`src/rtl/uart_pkg.sv`:
```
// Shared types for the UART buffering controller.
//   byte_t     : one serial byte
//   tx_state_t : transmit launch sequencer states
package uart_pkg;

  typedef logic [7:0] byte_t;

  typedef enum logic [1:0] {
    TX_IDLE,
    TX_START,
    TX_GUARD
  } tx_state_t;

endpackage

```
`src/rtl/uart_fifo.sv`:
```
// Circular byte buffer with 2^LEN_WIDTH slots; one slot is kept unused so
// the occupancy count never wraps (usable capacity 2^LEN_WIDTH-1).
// Ports:
//   clk, reset  : clock, synchronous active-high reset
//   push        : write push_data this edge (ignored when full)
//   push_data   : byte to write
//   pop         : drop the head entry this edge (ignored when empty)
//   head        : oldest entry
//   count       : registered occupancy
//   full, empty : occupancy flags derived from count
module uart_fifo
  import uart_pkg::*;
#(
  parameter int unsigned LEN_WIDTH = 3
) (
  input  logic                 clk,
  input  logic                 reset,
  input  logic                 push,
  input  byte_t                push_data,
  input  logic                 pop,
  output byte_t                head,
  output logic [LEN_WIDTH-1:0] count,
  output logic                 full,
  output logic                 empty
);

  localparam int unsigned DEPTH = 1 << LEN_WIDTH;

  byte_t                mem [DEPTH];
  logic [LEN_WIDTH-1:0] wr_ptr;
  logic [LEN_WIDTH-1:0] rd_ptr;
  logic                 do_push;
  logic                 do_pop;

  // Full/empty come from the pre-edge count, so a same-edge pop never
  // makes room for a push.
  assign full    = (count == '1);
  assign empty   = (count == '0);
  assign do_push = push && !full;
  assign do_pop  = pop && !empty;
  assign head    = mem[rd_ptr];

  always_ff @(posedge clk) begin
    if (do_push) begin
      mem[wr_ptr] <= push_data;
    end
  end

  always_ff @(posedge clk) begin
    if (reset) begin
      wr_ptr <= '0;
      rd_ptr <= '0;
      count  <= '0;
    end else begin
      if (do_push) begin
        wr_ptr <= wr_ptr + 1'b1;
      end
      if (do_pop) begin
        rd_ptr <= rd_ptr + 1'b1;
      end
      case ({do_push, do_pop})
        2'b10:   count <= count + 1'b1;
        2'b01:   count <= count - 1'b1;
        default: count <= count;
      endcase
    end
  end

endmodule

```
`src/rtl/uart_controller.sv`:
```
// Byte buffering between the UART receiver/transmitter and the core.
// Ports:
//   clk, reset                    : clock, synchronous active-high reset
//   recv_reset, trans_reset       : reset passed through to the PHY blocks
//   recv_data, recv_ok            : byte from receiver, one per high cycle
//   trans_data, trans_ok          : byte and one-cycle start pulse to transmitter
//   trans_busy                    : transmitter is sending
//   uart_in_data, uart_in_valid   : byte offered by the core for transmission
//   uart_in_ready                 : one-cycle acceptance pulse
//   uart_out_valid                : core requests a received byte
//   uart_out_data, uart_out_ready : delivered byte and one-cycle delivery pulse
//   in_buffer_length              : transmit FIFO occupancy
//   out_buffer_length             : receive FIFO occupancy
//   lost                          : sticky receive-overflow flag
module uart_controller
  import uart_pkg::*;
#(
  parameter int unsigned LEN_WIDTH = 3
) (
  input  logic                 clk,
  input  logic                 reset,
  output logic                 recv_reset,
  input  byte_t                recv_data,
  input  logic                 recv_ok,
  output logic                 trans_reset,
  output byte_t                trans_data,
  output logic                 trans_ok,
  input  logic                 trans_busy,
  input  byte_t                uart_in_data,
  input  logic                 uart_in_valid,
  output logic                 uart_in_ready,
  input  logic                 uart_out_valid,
  output byte_t                uart_out_data,
  output logic                 uart_out_ready,
  output logic [LEN_WIDTH-1:0] in_buffer_length,
  output logic [LEN_WIDTH-1:0] out_buffer_length,
  output logic                 lost
);

  byte_t     rx_head;
  logic      rx_full;
  logic      rx_empty;
  logic      deliver;

  byte_t     tx_head;
  logic      tx_full;
  logic      tx_empty;
  logic      accept;
  logic      launch;
  tx_state_t tx_state;

  assign recv_reset  = reset;
  assign trans_reset = reset;

  // Gating on the current pulse value forces a dead cycle between
  // transfers, so a level-held request/offer is served every other cycle.
  assign deliver = uart_out_valid && !rx_empty && !uart_out_ready;
  assign accept  = uart_in_valid && !tx_full && !uart_in_ready;
  assign launch  = (tx_state == TX_IDLE) && !tx_empty && !trans_busy;

  uart_fifo #(.LEN_WIDTH(LEN_WIDTH)) rx_fifo (
    .clk       (clk),
    .reset     (reset),
    .push      (recv_ok),
    .push_data (recv_data),
    .pop       (deliver),
    .head      (rx_head),
    .count     (out_buffer_length),
    .full      (rx_full),
    .empty     (rx_empty)
  );

  uart_fifo #(.LEN_WIDTH(LEN_WIDTH)) tx_fifo (
    .clk       (clk),
    .reset     (reset),
    .push      (accept),
    .push_data (uart_in_data),
    .pop       (launch),
    .head      (tx_head),
    .count     (in_buffer_length),
    .full      (tx_full),
    .empty     (tx_empty)
  );

  always_ff @(posedge clk) begin
    if (reset) begin
      uart_out_ready <= 1'b0;
      uart_out_data  <= '0;
      uart_in_ready  <= 1'b0;
      lost           <= 1'b0;
    end else begin
      uart_out_ready <= deliver;
      if (deliver) begin
        uart_out_data <= rx_head;
      end
      uart_in_ready <= accept;
      if (recv_ok && rx_full) begin
        lost <= 1'b1;
      end
    end
  end

  // GUARD gives the transmitter a cycle to raise trans_busy before the
  // next launch decision.
  always_ff @(posedge clk) begin
    if (reset) begin
      tx_state   <= TX_IDLE;
      trans_ok   <= 1'b0;
      trans_data <= '0;
    end else begin
      trans_ok <= 1'b0;
      case (tx_state)
        TX_IDLE: begin
          if (launch) begin
            tx_state   <= TX_START;
            trans_ok   <= 1'b1;
            trans_data <= tx_head;
          end
        end
        TX_START: tx_state <= TX_GUARD;
        TX_GUARD: tx_state <= TX_IDLE;
        default:  tx_state <= TX_IDLE;
      endcase
    end
  end

endmodule

```
`config.mk`:
```
export PLATFORM = sky130hd
export DESIGN_NAME = uart_controller
export DESIGN_NICKNAME = d
export VERILOG_FILES = /design/src/rtl/uart_pkg.sv /design/src/rtl/uart_fifo.sv /design/src/rtl/uart_controller.sv
export SDC_FILE = /design/constraint.sdc
export NUM_CORES = 1
export LEC_CHECK = 0
export CAP_MARGIN = 30
export CORE_MARGIN = 3
export CORE_UTILIZATION = 55
export CTS_CLUSTER_DIAMETER = 150
export DETAILED_ROUTE_END_ITERATION = 7
export GPL_ROUTABILITY_DRIVEN = 0
export GPL_TIMING_DRIVEN = 0
export PLACE_DENSITY = 0.75
export SETUP_SLACK_MARGIN = 0.5
export SYNTH_ARGS = -nofsm -noshare
export SYNTH_HDL_FRONTEND = slang
export SYNTH_HIERARCHICAL = 1
export SYNTH_SLANG_ARGS = --single-unit
```
`constraint.sdc`:
```
create_clock -name clk -period 3.6 [get_ports clk]
set_input_delay 0.36 -clock clk [delete_from_list [all_inputs] [get_ports clk]]
set_output_delay 0.36 -clock clk [all_outputs]
set_load 0.02 [all_outputs]
```
Word-level counts from Yosys, hierarchy flattened
Memories as Yosys holds them, arrays and structs flattened. A register that Yosys moved wholly into a read port is not among the register bits. Cells that the tools add are included. Widths: inputs -> output; s select.

Memory bits (read-only): 0. RAM bits: 128. Input port bits: 22. Output and inout bits: 28. Register bits after elaboration: 24. Word-level logic and storage cells: 64. Memories: 2. Latch bits: 0.

Div/mod/pow operators: 0. Reduce and logical (&&, ||, !) cells: 25. Add/sub/neg operators: 8. Bitwise gates (word level): 1. Multiply operators: 0. Equal/unequal tests: 8. $lt $le $gt $ge: 0. Shifts and indexed selects: 0. Muxes and demuxes: 9.

Memories: rx_fifo.mem (depth 8, width 8, rd ports 1, clocked after Yosys merged registers in 1, wr ports 1, line uart_fifo.sv:29) `byte_t mem [DEPTH];`; tx_fifo.mem (depth 8, width 8, rd ports 1, clocked after Yosys merged registers in 1, wr ports 1, line uart_fifo.sv:29).

Operators by type and width (number): $add 3x1->3 const B (6); $pmux 3 s2 (2); $logic_and 1x1->1 (11); $logic_not 1->1 (7); $eq 2x1->1 const B (3); $eq 3x3->1 const B (2); $logic_not 3->1 (2); $sub 3x1->3 const B (2); $mux 1 (5); $eq 2x2->1 const B (2); $pmux 2 s2 (1); $reduce_bool 2->1 (2); $logic_not 2->1 (1); $mux 2 (1); $ne 2x1->1 const B (1); $reduce_and 2->1 (1); $reduce_or 2->1 (1); $not 1->1 (1).

Depth between registers and ports, before layout
Gate-level depths: netlist of the first run.

Depth in word-level cells: 7. Gate-level depth with buffers: 12.

Cells and area by module
The synthesis of the first run kept the hierarchy.

Modules (own cells, without submodules): uart_fifo (instances 2, area each 3037.9 um^2, cells an instance 160, sequential area each 2162.1 um^2); uart_controller (instances 1, area each 929.6 um^2, cells an instance 88, sequential area each 440.4 um^2).

Worst setup path after synthesis of the first run
Ideal clock, no wire load.

Kind: register to register. Start: register tx_fifo.count[0]. End: memory tx_fifo/mem[0][0] in the netlist's numbering (enable). Library setup time: 0.395 ns. Data arrival time: 2.232 ns. Slack: 0.974 ns. Data required time: 3.205 ns. Stages on the path, launching flop included: 8. Buffers on the path: 0. Clock period less this slack: 2.626 ns. Path through: dfxtp_1 nand3_1 inv_1 nor3b_1 inv_1 nor2_1 inv_1 nor4_1.

Longest elaborated chain between the ends: 7.

RTL lines: start: declaration (line uart_fifo.sv:22) `output logic [LEN_WIDTH-1:0] count,`; start signal: assignment (line uart_fifo.sv:62) `2'b10: count <= count + 1'b1;`; start signal: assignment (line uart_fifo.sv:63) `2'b01: count <= count - 1'b1;`; start signal: assignment (line uart_fifo.sv:64) `default: count <= count;`; $eq 3x3->1 (line uart_fifo.sv:37) `assign full = (count == '1);`; named net tx_full (line uart_controller.sv:46) `logic tx_full;`; $logic_not 1->1 (line uart_controller.sv:58) `assign accept = uart_in_valid && !tx_full && !uart_in_ready;`; $logic_and 1x1->1 (2 in a row) (line uart_controller.sv:58); named net accept (line uart_controller.sv:48) `logic accept;`; $logic_and 1x1->1 (line uart_fifo.sv:39) `assign do_push = push && !full;`; $mux 1 (line uart_fifo.sv:44) `if (do_push) begin`; $mux 1 (not written as such) (line uart_fifo.sv:45) `mem[wr_ptr] <= push_data;`; end: declaration (line uart_fifo.sv:29).

The timed path passes the listed nets, and every way through them passes these cells.

Worst setup path in the final report of the first run
Start: register tx_fifo.count[0]. End: memory tx_fifo/mem[2][7] in the netlist's numbering (enable).

The elaborated chain is that of the path after synthesis.

==> results by group, run 1 <==
Critical path
  • Crit path to: tx_fifo/mem[2][7]$_DFFE_PP_
  • Crit Reg-Reg Startpoint: tx_fifo/count[0]$_SDFFE_PP0P_
  • CP Max Fanout: 7
  • Critical path's slowest cell: nor3_1
  • Reg2reg end: tx_fifo/mem[2][7]$_DFFE_PP_
  • Crit. Startpoint: tx_fifo/count[0]$_SDFFE_PP0P_
  • Worst R2R Setup Slack: 0.74 ns
  • Crit-path max cell delay: 0.66 ns
  • Buf/Inv on CP: 4
  • Worst Setup Start Kind: register
  • FF-to-FF path depth: 8
  • WP data arrival: 2.99 ns
  • Crit path depth: 8
  • Worst EP required: 3.73 ns
  • Top delay family on crit path: simple AND/OR/NAND/NOR gates
  • Most used cell, CP: inv_1
  • Setup CP Type: reg -> reg
  • CP Cell Sequence: nand3_1, inv_1, nor3b_1, inv_1, nor2_1, inv_1, nor3_1, buf_4
  • Critical Path Sink Type: register

Timing
  • Tmin final: 2.86 ns
  • Final Hold Slack: 0.478 ns
  • Worst-Margin Slew: 0.935 ns
  • Pins Over Slew Limit: 0
  • Final hold vios: 0
  • Worst Setup Slack, final: 0.742 ns
  • Final period utilization: 0.794
  • Max Clk Rate: 350 MHz
  • Skew final: 0.00711 ns
  • RSZ-0062 raised after global routing: no
  • Rel. slew slack: 0.374
  • Final Setup Violations: 0

Finish
  • Fillers: 839
  • Cell Count, Final, Fillers Out: 663
  • Layout net count: 513
  • Area Overhead vs Synth: 19.4%
  • Share of cells above drive strength 1: 0.141
  • Final Util: 0.685
  • Ant diodes: 0

Floorplan
  • Die Wd: 119 µm
  • Rows: 40
  • Starting density of the core: 0.574
  • I/O pin cnt: 50
  • Die area: 14100 µm²
  • Core Footprint: 12200 µm²
  • Die Y: 119 µm

Synthesis
  • Yosys reg bits: 174
  • Synth Net Count: 438
  • Post-synthesis sequential area ratio: 0.680
  • Unique masters post-synth: 34
  • Synth Instances: 408
  • Synth Warn #: 6
  • Leading area contributor after synthesis: edfxtp_1
  • Syn_area_per_cell: 17.2 µm²
  • Synth area leaders: edfxtp_1 55%, dfxtp_1 13%, mux4_1 11%
  • Share of the synthesized area in the top cell type: 0.549
  • Cell Area, Synth: 7010 µm²

Detailed routing
  • Initial DRC Count: 314
  • Wire per inst: 19.7 µm
  • Drt first pass iters: 5
  • Antenna violation net count after detailed routing: 0
  • Metal2 WL: 6.70 mm
  • DR WL met3: 746 µm
  • Met1 WL: 5.43 mm
  • Routed WL: 13.1 mm
  • DRC: 0
  • Uppermost routed layer: met4
  • Via count: 3723
  • Vias/cell: 5.62

Clock network
  • Num Clock Sinks: 174
  • Clk slew on worst S/H paths: 0.06 ns
  • CTS H-Tree Depth: 4
  • Cts hold-fix bufs: 0
  • Root Driver: clkbuf_16
  • Setup Fix Bufs, Post-CTS: 0
  • Number of gates resized after cts: 0
  • CTS Buf Count: 17
  • CTS tree: built
  • Max Root-Sink Buffers: 2
  • Clk Latency, worst-skew pair: 0.42 ns

Placement
  • Pre-CTS setup slack: 0.670 ns
  • Detailed Place HPWL: 8.76 mm
  • Buffers on Ports: 49
  • Placed cells: 632

Global routing
  • Vias in the first global route: 3801
  • GRT Util Overall: 0.195
  • Global-route wire length before repair: 20.5 mm
  • Pin count of the biggest net entering global routing: 17
  • Congestion Overflow GR: 0
  • Initial antenna violation count: 0

Run status
  • Outcome: complete, no violations

Hold path
  • Worst Hold Depth: 2
  • Worst hold start: trans_data[4]$_SDFFE_PP0P_
  • HP Class: reg -> reg

Power
  • Power, Total: 4620 µW
  • Peak supply drop: 413 µV
  • Power Dens Cells: 553 nW/µm²
  • Leakage: 0.00285 µW

Flow run
  • Number of max-cap violations: 0
-- layer usage --
layer  up-vias  GRT usage
met1      1883      0.242
met4         0     0.0746
li1       1718          -
met2       107      0.321
met5         -          0
met3        15     0.0632
-- stage by stage --
| stage | cell area, µm² | setup TNS, ns |
|---|---|---|
| floorplan | 7010 | 0 |
| global placement | 7710 | -0.0182 |
| detailed placement | 7780 | 0 |
| CTS | 8360 | 0 |
| global route | 8360 | 0 |
| finish | 8360 | 0 |
-- report_power, final --
group	total (µW)	leakage, µW	internal, µW	switching [µW]
clock	1780	0.000272	1080	699
combinational	542	0.00104	271	271
sequential	2300	0.00154	2240	64.5
total	4620	0.00285	3590	1030
-- area by class of cell --
cell class,instances,area (µm²),area share
Multi-Input combinational cell,198,2060,0.247
Clock inverter,12,146,0.0175
Tap cell,168,210,0.0251
Clock buffer,19,433,0.0518
Sequential cell,174,4760,0.570
Inverter,16,60.1,0.00718
Timing Repair Buffer,56,541,0.0646
Buffer,20,145,0.0174
-- cell usage after synthesis (all sizes together) --
library cell,number
dfxtp,46
xor2,8
mux2,16
o31ai,2
or3,2
nor2b,3
mux4,32
nand2b,36
nand3,6
clkbuf,7
buf,13
or4,2
mux2i,18
o21ai,6
nor4,3
nor3,10
nor3b,3
ha,6
inv,16
a31o,2
a311oi,2
nor2,25
o311ai,2
edfxtp,128
and2b,1
nand2,4
fa,2
a21oi,7
-- worst min-delay path by stage --
stage | end | slack [ns]
after floorplan | rx_fifo/mem[0][0]$_DFFE_PP_ | 0.46
after global routing | uart_out_data[6]$_SDFFE_PP0P_ | 0.50
after detailed placement | trans_data[4]$_SDFFE_PP0P_ | 0.47
final | trans_data[4]$_SDFFE_PP0P_ | 0.48
after CTS | trans_data[4]$_SDFFE_PP0P_ | 0.48
after global placement | uart_out_data[6]$_SDFFE_PP0P_ | 0.46
-- placed cells by master (no fill, tap or decap), drive strengths merged, types with 7 or more instances in the layout --
cell / Yosys / final
edfxtp: 128 / 128
clkdlybuf4s50: 0 / 49
dfxtp: 46 / 46
nand2b: 36 / 36
mux4: 32 / 32
clkbuf: 7 / 26
nor2: 25 / 25
buf: 13 / 20
mux2i: 18 / 18
inv: 16 / 16
mux2: 16 / 16
nor3: 10 / 10
xor2: 8 / 8
a21oi: 7 / 7
-- kinds of logic after synthesis --
kind of cell | share of synthesized area
DFF | 0.680
AOI/OAI and AO/OA | 0.0189
muxes | 0.170
buffers and inverters | 0.0293
and+or+nand+nor | 0.0748
adders and majority gates | 0.0164
xor gates and xnor gates | 0.0100
-- worst reg2reg max path, stage by stage, from the launching register on --
cell     delay, ns
dfxtp_1       0.38
nand3_1       0.19
inv_1         0.10
nor3b_1       0.46
inv_1         0.13
nor2_1        0.21
inv_1         0.16
nor3_1        0.66
buf_4         0.29
-- state kept, by name (all words and copies together) (netlist names), named ones only --
signal	flops
tx_fifo/rd_ptr	3
tx_fifo/mem	64
trans_data	8
rx_fifo/count	3
rx_fifo/mem	64
rx_fifo/wr_ptr	3
lost	1
rx_fifo/rd_ptr	3
tx_fifo/count	3
tx_state	2
uart_in_ready	1
uart_out_ready	1
tx_fifo/wr_ptr	3
uart_out_data	8
trans_ok	1
(Power assumes the default switching activity.)
==> run 2: changes to the inputs <==
- clock period: 3.6 -> 2.68 ns (I/O delays scaled with it)
==> run 2 against run 1 <==
Clock power rose by 35%. Routed wire length up 3.0%. Sequential cell count unchanged. Sequential power rose by 35%. First-iteration DRC count decreased by 6.4%. Critical path depth rose by 4. Critical endpoint is now tx_fifo/count[2]$_SDFFE_PP0P_. Highest routed layer unchanged.
==> results by group, run 2 (synthesized netlist as in run 1, its figures left out) <==
Detailed routing
  • Vias/cell: 5.73 (+2.0%)
  • Via count: 3894 (+4.6%)
  • Routed WL: 13.5 mm (+3.0%)
  • Initial DRC Count: 294 (-6.4%)
  • Wire per inst: 19.8 µm (+0.45%)
  • DRC: 0 (unchanged)
  • Drt first pass iters: 5 (unchanged)
  • Antenna violation net count after detailed routing: 0 (unchanged)

Timing
  • Max Clk Rate: 450 MHz (+29%)
  • Tmin final: 2.22 ns (-0.635 ns)
  • Skew final: 0.00610 ns (-0.00101 ns)
  • Final Hold Slack: 0.475 ns (-0.00300 ns)
  • Final hold vios: 0 (unchanged)
  • Final Setup Violations: 0 (unchanged)
  • Sum of negative setup slack: 0 ns (unchanged)
  • Pins Over Slew Limit: 0 (unchanged)
  • Final period utilization: 0.829 (+0.0356)
  • RSZ-0062 raised after global routing: yes
  • Worst-Margin Slew: 1.01 ns (+0.0785 ns)
  • Rel. slew slack: 0.322 (-0.0514)

Placement
  • Buffers on Ports: 49 (unchanged)
  • Detailed Place HPWL: 8.75 mm (about the same)

Global routing
  • Vias in the first global route: 3879 (+2.1%)
  • Pin count of the biggest net entering global routing: 17 (unchanged)
  • Initial antenna violation count: 0 (unchanged)
  • Global-route wire length before repair: 21.2 mm (+3.7%)
  • GRT Util Overall: 0.200 (+0.00530)
  • Congestion Overflow GR: 0 (unchanged)

Run status
  • Outcome: complete, no violations

Critical path
  • Setup CP Type: reg -> reg
  • Critical Path Sink Type: register
  • Worst EP required: 3.02 ns (-0.71 ns)
  • CP Max Fanout: 5 (-2)
  • Buf/Inv on CP: 4 (unchanged)
  • Crit-path max cell delay: 0.37 ns (-0.29 ns)
  • CP Cell Sequence: nand3_4, inv_4, nor3b_4, inv_2, nor2_4, clkinv_4, ha_2, inv_1, fa_2, xor2_1, or3_1, a21oi_2
  • Worst Setup Start Kind: register
  • Top delay family on crit path: simple AND/OR/NAND/NOR gates
  • WP data arrival: 2.57 ns (-0.42 ns)
  • Critical path's slowest cell: dfxtp_4

Clock network
  • CTS H-Tree Depth: 4 (unchanged)
  • Max Root-Sink Buffers: 2 (unchanged)
  • CTS Buf Count: 17 (unchanged)
  • CTS tree: built
  • Clk Latency, worst-skew pair: 0.42 ns (about the same)
  • Num Clock Sinks: 174 (unchanged)
  • Clk slew on worst S/H paths: 0.06 ns (about the same)
  • Root Driver: clkbuf_16

Power
  • Peak supply drop: 636 µV (+54%)
  • Leakage: 0.00295 µW (+3.5%)
  • Power Dens Cells: 733 nW/µm² (+33%)

Floorplan
  • Die area: 14100 µm² (unchanged)
  • I/O pin cnt: 50 (unchanged)
  • Rows: 40 (unchanged)
  • Starting density of the core: 0.574 (unchanged)
  • Core Footprint: 12200 µm² (unchanged)
  • Die Y: 119 µm (unchanged)
  • Die Wd: 119 µm (unchanged)

Finish
  • Share of cells above drive strength 1: 0.238 (+0.0969)
  • Fillers: 795 (-5.2%)
  • Area Overhead vs Synth: 23.8%
  • Ant diodes: 0 (unchanged)
  • Most common cell after layout, fill and taps aside: edfxtp_1
  • Most frequent cells in the layout: 128 x edfxtp_1, 49 x clkdlybuf4s50_1, 40 x dfxtp_1, 36 x nand2b_1, 30 x mux4_1
  • Final Util: 0.710 (+0.0253)
  • Layout net count: 529 (+3.1%)
  • Largest registers in the final layout: rx_fifo/mem x64, tx_fifo/mem x64

Flow run
  • Number of max-cap violations: 0 (unchanged)

Hold path
  • HP Class: reg -> reg
run 2: cell count changes in the layout (fill, tap and decap cells not counted), moves of 5 or more:
cell / previous run / this run
inv_6: 0 / 6
dfxtp_4: 0 / 6
nor3_1: 7 / 1
dfxtp_1: 46 / 40
inv_1: 16 / 11
buf_4: 9 / 26
run 2: worst reg2reg max path, stage by stage, from the launching register on:
cell and delay (ns):
dfxtp_4 0.37, nand3_4 0.10, inv_4 0.05, nor3b_4 0.29, inv_2 0.10, nor2_4 0.15, clkinv_4 0.10, ha_2 0.20
inv_1 0.07, fa_2 0.18, xor2_1 0.07, or3_1 0.33, a21oi_2 0.14
run 2: routing by layer:
metal	vias to the layer above	track usage	wire length [µm]
met5	-	0	0
met4	0	0.0666	157
met3	13	0.0489	600
met2	122	0.316	6550
met1	1991	0.278	6140
li1	1768	-	-
run 2: cell type report:
cell class | instances | area, µm² | area share
clock buffers | 17 | 425 | 0.0491
inverters | 16 | 67.6 | 0.00779
repair buffers | 72 | 663 | 0.0765
clock inverters | 15 | 161 | 0.0186
multi-input cells | 198 | 2210 | 0.255
well taps | 168 | 210 | 0.0242
plain buffers | 20 | 145 | 0.0167
flip-flops and latches | 174 | 4790 | 0.552
run 2: where the power goes:
group	switching (µW)	internal [µW]	total, µW
Sequential	93.8	3010	3110
Clock	1020	1390	2410
Combinational	408	428	835
Total	1530	4830	6350
run 2: final timing paths:
path | startpoint | slack (ns) | cells past startpoint | to
setup / recovery | tx_fifo/count[1]$_SDFFE_PP0P_ | 0.46 | 12 | tx_fifo/count[2]$_SDFFE_PP0P_
setup reg to reg | tx_fifo/count[1]$_SDFFE_PP0P_ | 0.46 | 12 | tx_fifo/count[2]$_SDFFE_PP0P_
hold reg to reg | trans_data[3]$_SDFFE_PP0P_ | 0.47 | 2 | trans_data[3]$_SDFFE_PP0P_
hold / removal | trans_data[3]$_SDFFE_PP0P_ | 0.47 | 2 | trans_data[3]$_SDFFE_PP0P_
run 2: repair_timing:
action	CTS	global route
buffers inserted	5	12
endpoints found under the setup margin	71	60
hold buffers	0	0
resized for setup	12	10
pin swaps	1	5
run 2: stage by stage:
step | area (µm²) | setup slack (ns) | total power [µW] | cells
6_report | 8670 | 0.457 | 6350 | 680
5_1_grt | 8670 | 0.368 | 6600 | 680
4_1_cts | 8540 | 0.388 | 6360 | 668
3_5_place_dp | 7870 | 0.0476 | 3920 | 631
3_3_place_gp | 7820 | -0.462 | 3880 | 625
2_1_floorplan | 7110 | 0.496 | 3630 | 408
==> run 3: changes to the inputs <==
- clock period: 2.68 -> 2.2 ns (I/O delays scaled with it)
==> run 3 against run 2 <==
Sequential share of layout area fell by 2.5 points. Fmax rose by 2.3%. Routed wire length rose by 8.6%. Clock power rose by 20%. Final cell count rose by 3.5%. First-iteration DRC count rose by 5.1%. Largest power group unchanged.
==> results by group, run 3 (synthesized netlist as in run 1, its figures left out) <==
Finish
  • Most frequent cells in the layout: 128 x edfxtp_1, 45 x clkdlybuf4s50_1, 36 x dfxtp_1, 32 x nand2b_1, 31 x mux4_2
  • Area Overhead vs Synth: 29.8%
  • Largest registers in the final layout: rx_fifo/mem x64, tx_fifo/mem x64
  • Final Util: 0.745 (+0.0344)
  • Fin area: 9090 µm² (+4.8%)
  • Share of cells above drive strength 1: 0.366 (+0.127)
  • Fillers: 762 (-4.2%)
  • Layout net count: 553 (+4.5%)
  • Most common cell after layout, fill and taps aside: edfxtp_1
  • Ant diodes: 0 (unchanged)

Detailed routing
  • Wire per inst: 20.7 µm (+4.9%)
  • Via count: 3937 (+1.1%)
  • Drt first pass iters: 4 (-1)
  • Initial DRC Count: 309 (+5.1%)
  • Routed WL: 14.6 mm (+8.6%)
  • Vias/cell: 5.59 (-2.3%)
  • Antenna violation net count after detailed routing: 0 (unchanged)
  • DRC: 0 (unchanged)

Floorplan
  • Die Wd: 119 µm (unchanged)
  • Die Y: 119 µm (unchanged)
  • Core Footprint: 12200 µm² (unchanged)
  • Rows: 40 (unchanged)
  • Starting density of the core: 0.574 (unchanged)
  • Die area: 14100 µm² (unchanged)
  • I/O pin cnt: 50 (unchanged)

Clock network
  • CTS H-Tree Depth: 4 (unchanged)
  • CTS Buf Count: 17 (unchanged)
  • CTS tree: built
  • Clk slew on worst S/H paths: 0.06 ns (about the same)
  • Max Root-Sink Buffers: 2 (unchanged)
  • Cts hold-fix bufs: 0 (unchanged)
  • Root Driver: clkbuf_16
  • Num Clock Sinks: 174 (unchanged)
  • Clk Latency, worst-skew pair: 0.43 ns (about the same)

Critical path
  • Setup CP Type: reg -> reg
  • Buf/Inv on CP: 3 (-1)
  • Top delay family on crit path: simple AND/OR/NAND/NOR gates
  • Worst Setup Start Kind: register
  • Critical Path Sink Type: register
  • WP data arrival: 2.52 ns (-0.05 ns)
  • CP Cell Sequence: nor3_2, nor3b_1, buf_4, o31ai_4, inv_1, ha_2, inv_2, fa_2, xor2_1, or3_1, a21oi_2
  • Worst EP required: 2.55 ns (-0.47 ns)
  • Critical path's slowest cell: dfxtp_4
  • CP Max Fanout: 7 (+2)
  • Crit-path max cell delay: 0.40 ns (+0.03 ns)

Placement
  • Detailed Place HPWL: 8.64 mm (-1.2%)
  • Placement Cell Area: 7940 µm² (+0.87%)
  • Pre-CTS setup slack: -0.312 ns (-0.360 ns)
  • Buffers on Ports: 49 (unchanged)

Power
  • Power Dens Cells: 863 nW/µm² (+18%)
  • Leakage: 0.00309 µW (+5.0%)
  • Peak supply drop: 470 µV (-26%)

Global routing
  • Vias in the first global route: 3998 (+3.1%)
  • Pin count of the biggest net entering global routing: 17 (unchanged)
  • Congestion Overflow GR: 0 (unchanged)
  • Initial antenna violation count: 0 (unchanged)
  • GRT Util Overall: 0.210 (+0.00918)
  • Global-route wire length before repair: 22.0 mm (+3.8%)

Timing
  • Worst Setup Slack, final: 0.0278 ns (-0.430 ns)
  • Pins Over Slew Limit: 0 (unchanged)
  • Final Setup Violations: 0 (unchanged)
  • Final period utilization: 0.987 (+0.158)
  • Max Clk Rate: 460 MHz (+2.3%)
  • Skew final: 0.0130 ns (+0.00689 ns)
  • Worst-Margin Slew: 0.912 ns (-0.101 ns)
  • Final hold vios: 0 (unchanged)
  • RSZ-0062 raised after global routing: yes
  • Final Hold Slack: 0.438 ns (-0.0363 ns)
  • Rel. slew slack: 0.389 (+0.0668)
  • Tmin final: 2.17 ns (-0.0505 ns)

Hold path
  • HP Class: reg -> reg

Flow run
  • Number of max-cap violations: 0 (unchanged)

Run status
  • Outcome: complete, no violations
==> run 3: final timing paths <==
path                                       from  slack, ns                             to  depth (start not counted)
setup / recovery  rx_fifo/count[2]$_SDFFE_PP0P_       0.03  rx_fifo/count[2]$_SDFFE_PP0P_                         11
hold / removal         tx_state[1]$_SDFFE_PP0P_       0.44       tx_state[1]$_SDFFE_PP0P_                          1
setup reg to reg  rx_fifo/count[2]$_SDFFE_PP0P_       0.03  rx_fifo/count[2]$_SDFFE_PP0P_                         11
hold reg to reg        tx_state[1]$_SDFFE_PP0P_       0.44       tx_state[1]$_SDFFE_PP0P_                          1
==> run 3: area by class of cell <==
| class | count | area, µm² | area share |
|---|---|---|---|
| Inverter | 16 | 65.1 | 0.00716 |
| Buffer | 20 | 160 | 0.0176 |
| Clock inverter | 13 | 140 | 0.0154 |
| Clock buffer | 19 | 433 | 0.0476 |
| Multi-Input combinational cell | 198 | 2270 | 0.249 |
| Tap cell | 168 | 210 | 0.0231 |
| Sequential cell | 174 | 4790 | 0.527 |
| Timing Repair Buffer | 96 | 1030 | 0.113 |
==> run 3: repair_timing <==
| item | CTS | global route |
|---|---|---|
| gates resized for setup | 42 | 47 |
| pin swaps | 10 | 13 |
| gates cloned | 1 | 1 |
| setup endpoints to repair | 152 | 126 |
| buffers inserted | 30 | 12 |
==> run 3: report_power, final <==
part           switching, µW  internal [µW]
clock network           1220           1670
registers                114           3670
logic                    557            616
total                   1890           5960
==> run 3: per-layer routing <==
metal,wire (µm),vias up,track usage
li1,-,1791,-
met1,6180,1975,0.272
met2,7250,151,0.340
met3,953,20,0.0565
met4,219,0,0.0818
met5,0,-,0
==> run 3: metrics by stage <==
stage / TNS (ns) / cells / total power (µW)
floorplan: 0 / 408 / 4440
global placement: -23.24 / 625 / 4750
detailed placement: -4.64 / 628 / 4790
CTS: 0 / 691 / 7790
global route: -0.0832 / 704 / 8100
finish: 0 / 704 / 7850
